File: src/rtl/gtxe2_chnl_rx_align.sv
// GTXE2 RX comma detector and byte aligner: searches {in_data, prev} for K28.5
// commas at every bit offset, locks an offset and emits realigned words.
module gtxe2_chnl_rx_align #(
  parameter int         width      = 20,
  parameter logic [9:0] pcomma     = 10'b0101111100,
  parameter logic [9:0] mcomma     = 10'b1010000011,
  parameter logic [9:0] comma_mask = 10'b1111111111,
  parameter int         loss_limit = 256,
  localparam int        OW         = (width > 2) ? $clog2(width) : 1
) (
  input  logic             clk,
  input  logic             reset,
  input  logic             in_val,
  input  logic [width-1:0] in_data,
  input  logic             pcommaalignen,
  input  logic             mcommaalignen,
  input  logic             realign_en,
  output logic             out_val,
  output logic [width-1:0] out_data,
  output logic             commadet,
  output logic             byteisaligned,
  output logic             byterealign,
  output logic [OW-1:0]    offset
);

  localparam int             LCW       = (loss_limit > 0) ? $clog2(loss_limit + 1) : 1;
  localparam logic [LCW-1:0] LOSS_MAX  = LCW'(loss_limit);
  localparam logic [LCW-1:0] LOSS_LAST = (loss_limit > 0) ? LCW'(loss_limit - 1) : '0;
  localparam logic [9:0]     PC_M      = pcomma & comma_mask;
  localparam logic [9:0]     MC_M      = mcomma & comma_mask;

  typedef enum logic [0:0] {
    ST_UNALIGNED = 1'b0,
    ST_ALIGNED   = 1'b1
  } state_e;

  state_e             state_q, state_d;
  logic [OW-1:0]      offset_q, offset_d;
  logic [LCW-1:0]     loss_q, loss_d;
  logic               realign_q, realign_d;
  logic [width-1:0]   prev_q;
  logic               out_val_q;
  logic [width-1:0]   out_data_q, out_data_d;
  logic               commadet_q;
  logic [2*width-1:0] win_s;
  logic               hit_s;
  logic [OW-1:0]      hit_k_s;

  assign win_s = {in_data, prev_q};

  // Comma search: scan from the top so the lowest matching offset is kept.
  always_comb begin
    hit_s   = 1'b0;
    hit_k_s = '0;
    for (int k = width - 1; k >= 0; k--) begin
      if ((pcommaalignen && ((win_s[k +: 10] & comma_mask) == PC_M)) ||
          (mcommaalignen && ((win_s[k +: 10] & comma_mask) == MC_M))) begin
        hit_s   = 1'b1;
        hit_k_s = OW'(k);
      end else begin
        hit_s   = hit_s;
        hit_k_s = hit_k_s;
      end
    end
  end

  // Alignment FSM next state, offset selection and loss ageing.
  always_comb begin
    state_d   = state_q;
    offset_d  = offset_q;
    loss_d    = loss_q;
    realign_d = 1'b0;
    if (in_val) begin
      case (state_q)
        ST_UNALIGNED: begin
          if (hit_s) begin
            offset_d = hit_k_s;
            state_d  = ST_ALIGNED;
            loss_d   = '0;
          end else begin
            offset_d = offset_q;
          end
        end
        ST_ALIGNED: begin
          if (hit_s) begin
            // Any comma proves the link is alive, even one we refuse to follow.
            loss_d = '0;
            if (realign_en && (hit_k_s != offset_q)) begin
              offset_d  = hit_k_s;
              realign_d = 1'b1;
            end else begin
              offset_d = offset_q;
            end
          end else if (loss_limit > 0) begin
            if (loss_q < LOSS_MAX) begin
              loss_d = loss_q + LCW'(1);
            end else begin
              loss_d = loss_q;
            end
            if (loss_q >= LOSS_LAST) begin
              state_d = ST_UNALIGNED;
            end else begin
              state_d = ST_ALIGNED;
            end
          end else begin
            loss_d = loss_q;
          end
        end
        default: begin
          state_d = ST_UNALIGNED;
        end
      endcase
    end else begin
      state_d = state_q;
    end
  end

  // The word leaving this cycle uses the offset being chosen this cycle.
  always_comb begin
    out_data_d = win_s[offset_d +: width];
  end

  // Control state registers.
  always_ff @(posedge clk or posedge reset) begin
    if (reset) begin
      state_q   <= ST_UNALIGNED;
      offset_q  <= '0;
      loss_q    <= '0;
      realign_q <= 1'b0;
    end else begin
      state_q   <= state_d;
      offset_q  <= offset_d;
      loss_q    <= loss_d;
      realign_q <= realign_d;
    end
  end

  // Data path registers; everything holds on idle cycles except out_val.
  always_ff @(posedge clk or posedge reset) begin
    if (reset) begin
      prev_q     <= '0;
      out_val_q  <= 1'b0;
      out_data_q <= '0;
      commadet_q <= 1'b0;
    end else if (in_val) begin
      prev_q     <= in_data;
      out_val_q  <= 1'b1;
      out_data_q <= out_data_d;
      commadet_q <= hit_s;
    end else begin
      out_val_q  <= 1'b0;
    end
  end

  assign out_val       = out_val_q;
  assign out_data      = out_data_q;
  assign commadet      = commadet_q;
  assign byteisaligned = (state_q == ST_ALIGNED);
  assign byterealign   = realign_q;
  assign offset        = offset_q;

endmodule

File: config.mk
export PLATFORM = sky130hd
export DESIGN_NAME = gtxe2_chnl_rx_align
export DESIGN_NICKNAME = d
export VERILOG_FILES = /design/src/rtl/gtxe2_chnl_rx_align.sv
export SDC_FILE = /design/constraint.sdc
export NUM_CORES = 1
export LEC_CHECK = 0
export ABC_AREA = 1
export CORE_MARGIN = 3
export CORE_UTILIZATION = 40
export DETAILED_ROUTE_END_ITERATION = 8
export PLACE_DENSITY = 0.58
export SETUP_SLACK_MARGIN = 0.5
export SLEW_MARGIN = 10
export SYNTH_ARGS = -nofsm -noshare
export SYNTH_HDL_FRONTEND = slang
export SYNTH_SLANG_ARGS = --single-unit
File: constraint.sdc
create_clock -name clk -period 4.1 [get_ports clk]
set_clock_uncertainty 0.1 [all_clocks]
set_input_delay 0.82 -clock clk [delete_from_list [all_inputs] [get_ports clk]]
set_output_delay 0.82 -clock clk [all_outputs]
set_load 0.02 [all_outputs]
==> results of run 1 <==
==> logic make-up (layout without fill, tap and decap cells) <==
| family | after synthesis | count (layout) | share of synthesized area, % |
|---|---|---|---|
| flip-flops | 58 | 58 | 20.18 |
| XOR/XNOR | 4 | 4 | 0.4871 |
| AO/OA/AOI/OAI | 92 | 92 | 7.775 |
| AND/OR/NAND/NOR | 912 | 913 | 57.54 |
| multiplexers | 1 | 1 | 0.1392 |
| buffers and inverters | 217 | 370 | 13.53 |
| adder cells (fa/ha/maj) | 2 | 2 | 0.3478 |
==> per-layer routing <==
layer | vias to the layer above | global-route usage (%) | share of wire (%)
li1 | 4515 | - | -
met1 | 4429 | 40.46 | 43
met2 | 516 | 43.68 | 44
met3 | 83 | 5.155 | 9.6
met4 | 0 | 8.210 | 2.9
met5 | - | 0 | 0
==> state kept, by name, indices dropped and copies added (netlist names) <==
signal / cells
byteisaligned: 1
out_data: 20
out_val: 1
commadet: 1
offset: 5
loss_q: 9
byterealign: 1
prev_q: 20
==> power by group through the flow <==
stage          Clock, uW  Combinational, uW  Sequential [uW]
2_1_floorplan          0               1960             1010
3_3_place_gp           0               3150              931
3_5_place_dp           0               3150              929
4_1_cts              776               3590              925
5_1_grt              795               4570              960
6_report             763               4270              932
==> cells in the final DEF, fill, tap and decap left out, types with 10 or more instances in the layout <==
master and count:
nand2_2 61, buf_4 110, nand2_4 13, nand4_1 46, o21ai_0 28, nor2_2 32
inv_1 114, nand3_1 159, inv_2 27, dfrtp_2 10, nand2_1 363, nor2_1 112
nor3_1 25, buf_6 17, nand3_4 12, dfrtp_1 48, clkdlybuf4s50_1 42, a21oi_1 13
clkbuf_16 14, nand3_2 62, buf_12 16
==> final cells by class <==
class                           instances  area, um^2  area share [%]
Clock inverter                          5       55.05          0.5354
Inverter                              148       574.3           5.585
Multi-Input combinational cell       1012        5558           54.05
Tap cell                              225       281.5           2.738
Timing Repair Buffer                  207        2111           20.53
Clock buffer                           10       239.0           2.324
Sequential cell                        58        1464           14.24
==> timing repair <==
action                     4_1_cts  5_1_grt
gates resized for setup        144      131
buffers inserted                19        5
pin swaps                       39       64
setup endpoints to repair       21       21
gates cloned                     5       10
==> per-stage QoR <==
| stage | total power [uW] | setup TNS [ns] | hold slack, ns | std cells |
|---|---|---|---|---|
| global route | 6328 | -0.02148 | 0.3967 | 1665 |
| CTS | 5289 | 0 | 0.3797 | 1650 |
| global placement | 4076 | -6.032 | 0.3660 | 1611 |
| floorplan | 2969 | 0 | 0.4127 | 1286 |
| detailed placement | 4076 | -6.383 | 0.3657 | 1611 |
| finish | 5968 | 0 | 0.3659 | 1665 |
==> final timing paths <==
kind,to,cells after the start,from,slack [ns]
min in group asynchronous,loss_q[3]$_DFFE_PP0P_,2,reset,0.96
worst min-delay path,out_data[3]$_DFFE_PP0P_,2,out_data[3]$_DFFE_PP0P_,0.37
max in group asynchronous,prev_q[12]$_DFFE_PP0P_,3,reset,2.14
worst min register to register,out_data[3]$_DFFE_PP0P_,2,out_data[3]$_DFFE_PP0P_,0.37
worst max register to register,out_data[13]$_DFFE_PP0P_,23,prev_q[9]$_DFFE_PP0P_,0.20
worst max-delay path,out_data[13]$_DFFE_PP0P_,25,in_data[0],0.19
==> worst reg2reg max path: cells and delay by family (launching register included) <==
family / cells / cell delay [ns]
AO/OA/AOI/OAI: 2 / 0.43
XOR/XNOR: 1 / 0.09
buffers and inverters: 3 / 0.59
flip-flops: 1 / 0.50
AND/OR/NAND/NOR: 17 / 2.10
==> flow_summary.ini, run 1 <==
[outcome]
status = finished, final reports clean

[synth]
synthTopCellsByArea = nand2_1, dfrtp_1, nand3_1
async_reset_ff_share_pct = 100.0
synth_cell_type_count = 47
synth_most_common_cell = nand2_1
synth_top_area_cell = nand2_1
syn-cell-area_mm2 = 0.007193
synth-seq-cells = 58
seq_area_frac_synth_pct = 20.18
synth_nets = 1314
syn_avg_cell_area_um2 = 5.593
postSynthCellCount = 1286
ys_warn_count = 0
yosysTopAreaCellShare_pct = 21.76
synth_edf_count = 0
synth_flop_cell = dfrtp_1
ys_top_cells_by_count = nand2_1, nand3_1, nor2_1

[setup_path]
critPathTopFamily = simple AND/OR/NAND/NOR gates
cp_max_fo = 5
end_kind = flip-flop
slowest_stage = a21oi_4
arrival_ns = 4.03
cp_num_buf_inv = 5
startpoint_type = primary input
required_ns = 4.22
cpPeakStageDelay_ns = 0.35
path_class = in2reg

[clocking]
hold_buffers = 0
htree_num_levels = 3
cts_num_sinks = 58
cts_buffer_depth = 2
path_clk_slew_ns = 0.05
clk_latency_ns = 0.34
root_buffer = clkbuf_16
numCtsBuffers = 9
cts_tree = done

[timing]
finalHoldViolCount = 0
fin_crit_sh_pct = 95.35
worst_slew_pin_slew_ns = 1.132
min_period_ns = 3.909
rsz0062_at_grt = true
slew-limit-headroom_pct = 23.75
finalSetupViolations = 0
slew_viol_final = 0
setup_slack_ns = 0.1908
fmax_mhz = 255.8

[floorplan]
die-area_mm2 = 0.01963
core_mm2 = 0.01748
num_rows = 48
initial_core_util_pct = 41.16
io_pins = 55
die_h_um = 140.1
fp.dieW_um = 140.1

[placed_design]
dpl_cell_area_mm2 = 0.008583
port_buffers = 54
post-place-ws_ns = -0.3648
dp_hpwl_mm = 21.03
place_congestion = 0.9413

[cells_and_area]
fillerInstances = 1689
syn_to_final_growth_pct = 42.95
layout-drive-gt1-share_pct = 30.76
final_nets = 1464
fin_area_mm2 = 0.01028
finish.utilization_pct = 58.83
diodes = 0

[global_routing]
grt_pass1_wl_mm = 45.48
grt_pass1_vias = 8587
grtUsageTotal_pct = 28.29
antenna_found_initial = 0
grt_overflow_total = 0
grt_max_degree = 48

[drt]
vias_per_cell = 5.732
wire_per_inst_um = 17.98
ant_nets = 0
vias = 9543
drc = 0
dr.pass1.iters = 6
wl_mm = 29.94
drtIter0Drc = 1078

[pwr]
power_switching_uw = 2974
p_per_area_mw_per_mm2 = 580.4
seq_power_share_pct = 15.6
combPwrFrac_pct = 71.6
p_int_uw = 2994
ir_drop_v = 0.0003356
clkPwrFrac_pct = 12.8
switching_share_pct = 49.84
p_leak_uw = 0.005049

[job]
maxCapViolCount = 0

[hold_path]
min_path_type = reg2reg
Power figures use the tool's default switching activity.
==> run 2: changes to the inputs <==
Settings changed: MAX_ROUTING_LAYER set to met4, SLEW_MARGIN 10 to 30.
==> flow_summary.ini, run 2 (same netlist as run 1, synthesis figures left out) <==
[drt]
drc = 0
ant_nets = 0
wire_per_inst_um = 18.27
vias_per_cell = 5.711
wl_mm = 30.53
wl_met1_mm = 13.09
routed.top_layer = met4
drtIter0Drc = 1134
wl_met3_mm = 3.050
vias = 9543
wl_met2_mm = 13.58
dr.pass1.iters = 7

[cells_and_area]
fillerInstances = 1664
fin_area_mm2 = 0.01035
seq_area_mm2 = 0.001466
layout_commonest_cell = nand2_1
layout-drive-gt1-share_pct = 30.71
syn_to_final_growth_pct = 43.90
final_cell_mix = nand2_1, nand3_1, inv_1
multi_input_area_mm2 = 0.005498
diodes = 0
final_nets = 1469

[pwr]
power_switching_uw = 3046
p_int_uw = 3062
p_leak_uw = 0.005114
clkPwrFrac_pct = 12.7
combPwrFrac_pct = 72.0
switching_share_pct = 49.87
ir_drop_v = 0.0003133
p_per_area_mw_per_mm2 = 590.1
seq_power_share_pct = 15.3

[setup_path]
slowest_stage = nor4_4
cp_num_buf_inv = 7
r2r-end = out_data[4]$_DFFE_PP0P_
r2r_slack_ns = 0.28
path_class = in2reg
end_kind = flip-flop
timing.rr.start = prev_q[14]$_DFFE_PP0P_
crit_path_start = in_data[0]
cpPeakStageDelay_ns = 0.27
rr_worst_depth = 26
arrival_ns = 4.00
crit_top_cell = buf_6
critPathTopFamily = simple AND/OR/NAND/NOR gates
cp_max_fo = 10
required_ns = 4.22
startpoint_type = primary input

[placed_design]
dpl_cell_area_mm2 = 0.008601
dp_hpwl_mm = 21.06
place_congestion = 0.9563
port_buffers = 54

[hold_path]
min_delay_worst_endpoint = out_data[2]$_DFFE_PP0P_
hp-start = out_data[2]$_DFFE_PP0P_
holdPathStages = 2
min_path_type = reg2reg

[timing]
min_period_ns = 3.883
fmax_mhz = 257.5
rsz0062_at_grt = true
fin_crit_sh_pct = 94.72
worst_slew_pin_slew_ns = 1.039
slew-limit-headroom_pct = 30.54
fin_tns_setup_ns = 0
finalHoldViolCount = 0
slew_viol_final = 0
finalSetupViolations = 0

[global_routing]
grt_pass1_wl_mm = 45.22
grt_overflow_total = 0
grt_pass1_vias = 8381
grt_max_degree = 80
antenna_found_initial = 0
grtUsageTotal_pct = 29.30

[clocking]
root_buffer = clkbuf_16
cts_num_sinks = 58
htree_num_levels = 3
cts_tree = done
hold_buffers = 0
numCtsBuffers = 9
clk_latency_ns = 0.34
cts_buffer_depth = 2
path_clk_slew_ns = 0.05

[floorplan]
die_h_um = 140.1
num_rows = 48
fp.dieW_um = 140.1
initial_core_util_pct = 41.16
die-area_mm2 = 0.01963
io_pins = 55
core_mm2 = 0.01748

[job]
maxCapViolCount = 0

[outcome]
status = finished, final reports clean
run 2: cell count changes in the layout (fill, tap and decap cells not counted), moves of 3 or more:
cell and change:
nand3_2 +6, nand3_4 -6, o21ai_1 +6, o21ai_2 -5, clkbuf_16 +4, buf_2 -3
clkinvlp_4 -3
run 2: worst max-delay path by stage:
stage	cells after the start	endpoint	slack, ns
after floorplan	25	out_data[3]$_DFFE_PP0P_	0.62
after global placement	26	out_data[6]$_DFFE_PP0P_	-0.44
after detailed placement	27	out_data[6]$_DFFE_PP0P_	-0.45
after CTS	28	out_data[7]$_DFFE_PP0P_	0.31
after global routing	27	out_data[6]$_DFFE_PP0P_	-0.002
final	26	out_data[4]$_DFFE_PP0P_	0.22
run 2: worst min-delay path, cell delays in order (launching register included):
cell     delay [ns]
dfrtp_1        0.33
nand2_1        0.06
nand2_1        0.05
run 2: power by group through the flow:
stage,Clock [uW],Sequential [uW],Combinational [uW]
6_report,777,935,4400
3_3_place_gp,0,935,3170
4_1_cts,782,931,3550
5_1_grt,807,963,4680
2_1_floorplan,0,1010,1960
3_5_place_dp,0,936,3170
run 2: cell type report:
| type | instances | area share, % |
|---|---|---|
| clock inverters | 5 | 0.5198 |
| well taps | 225 | 2.720 |
| repair buffers | 212 | 21.59 |
| clock buffers | 11 | 2.345 |
| inverters | 148 | 5.548 |
| multi-input cells | 1012 | 53.11 |
| flip-flops and latches | 58 | 14.17 |
run 2: metal layers:
layer	global-route usage, %	vias to the layer above
li1	-	4527
met1	41.87	4374
met2	43.20	551
met3	5.531	91
met4	6.527	0
met5	-	-
run 2: per-stage QoR:
stage,hold slack (ns),instances,total power (uW),utilization (%),setup slack (ns)
CTS,0.3749,1651,5263,54.25,0.3130
detailed placement,0.3685,1610,4106,49.21,-0.4520
global placement,0.3646,1610,4107,49.21,-0.4376
floorplan,0.4127,1286,2969,-,0.6188
finish,0.3756,1671,6108,59.23,0.2165
global route,0.4052,1671,6454,59.23,-0.001664
run 2: timing repair:
item,in CTS,in global routing
gates cloned,5,12
setup buffers,20,8
setup endpoints to repair,21,21
pin swaps,46,78
resized for setup,113,150
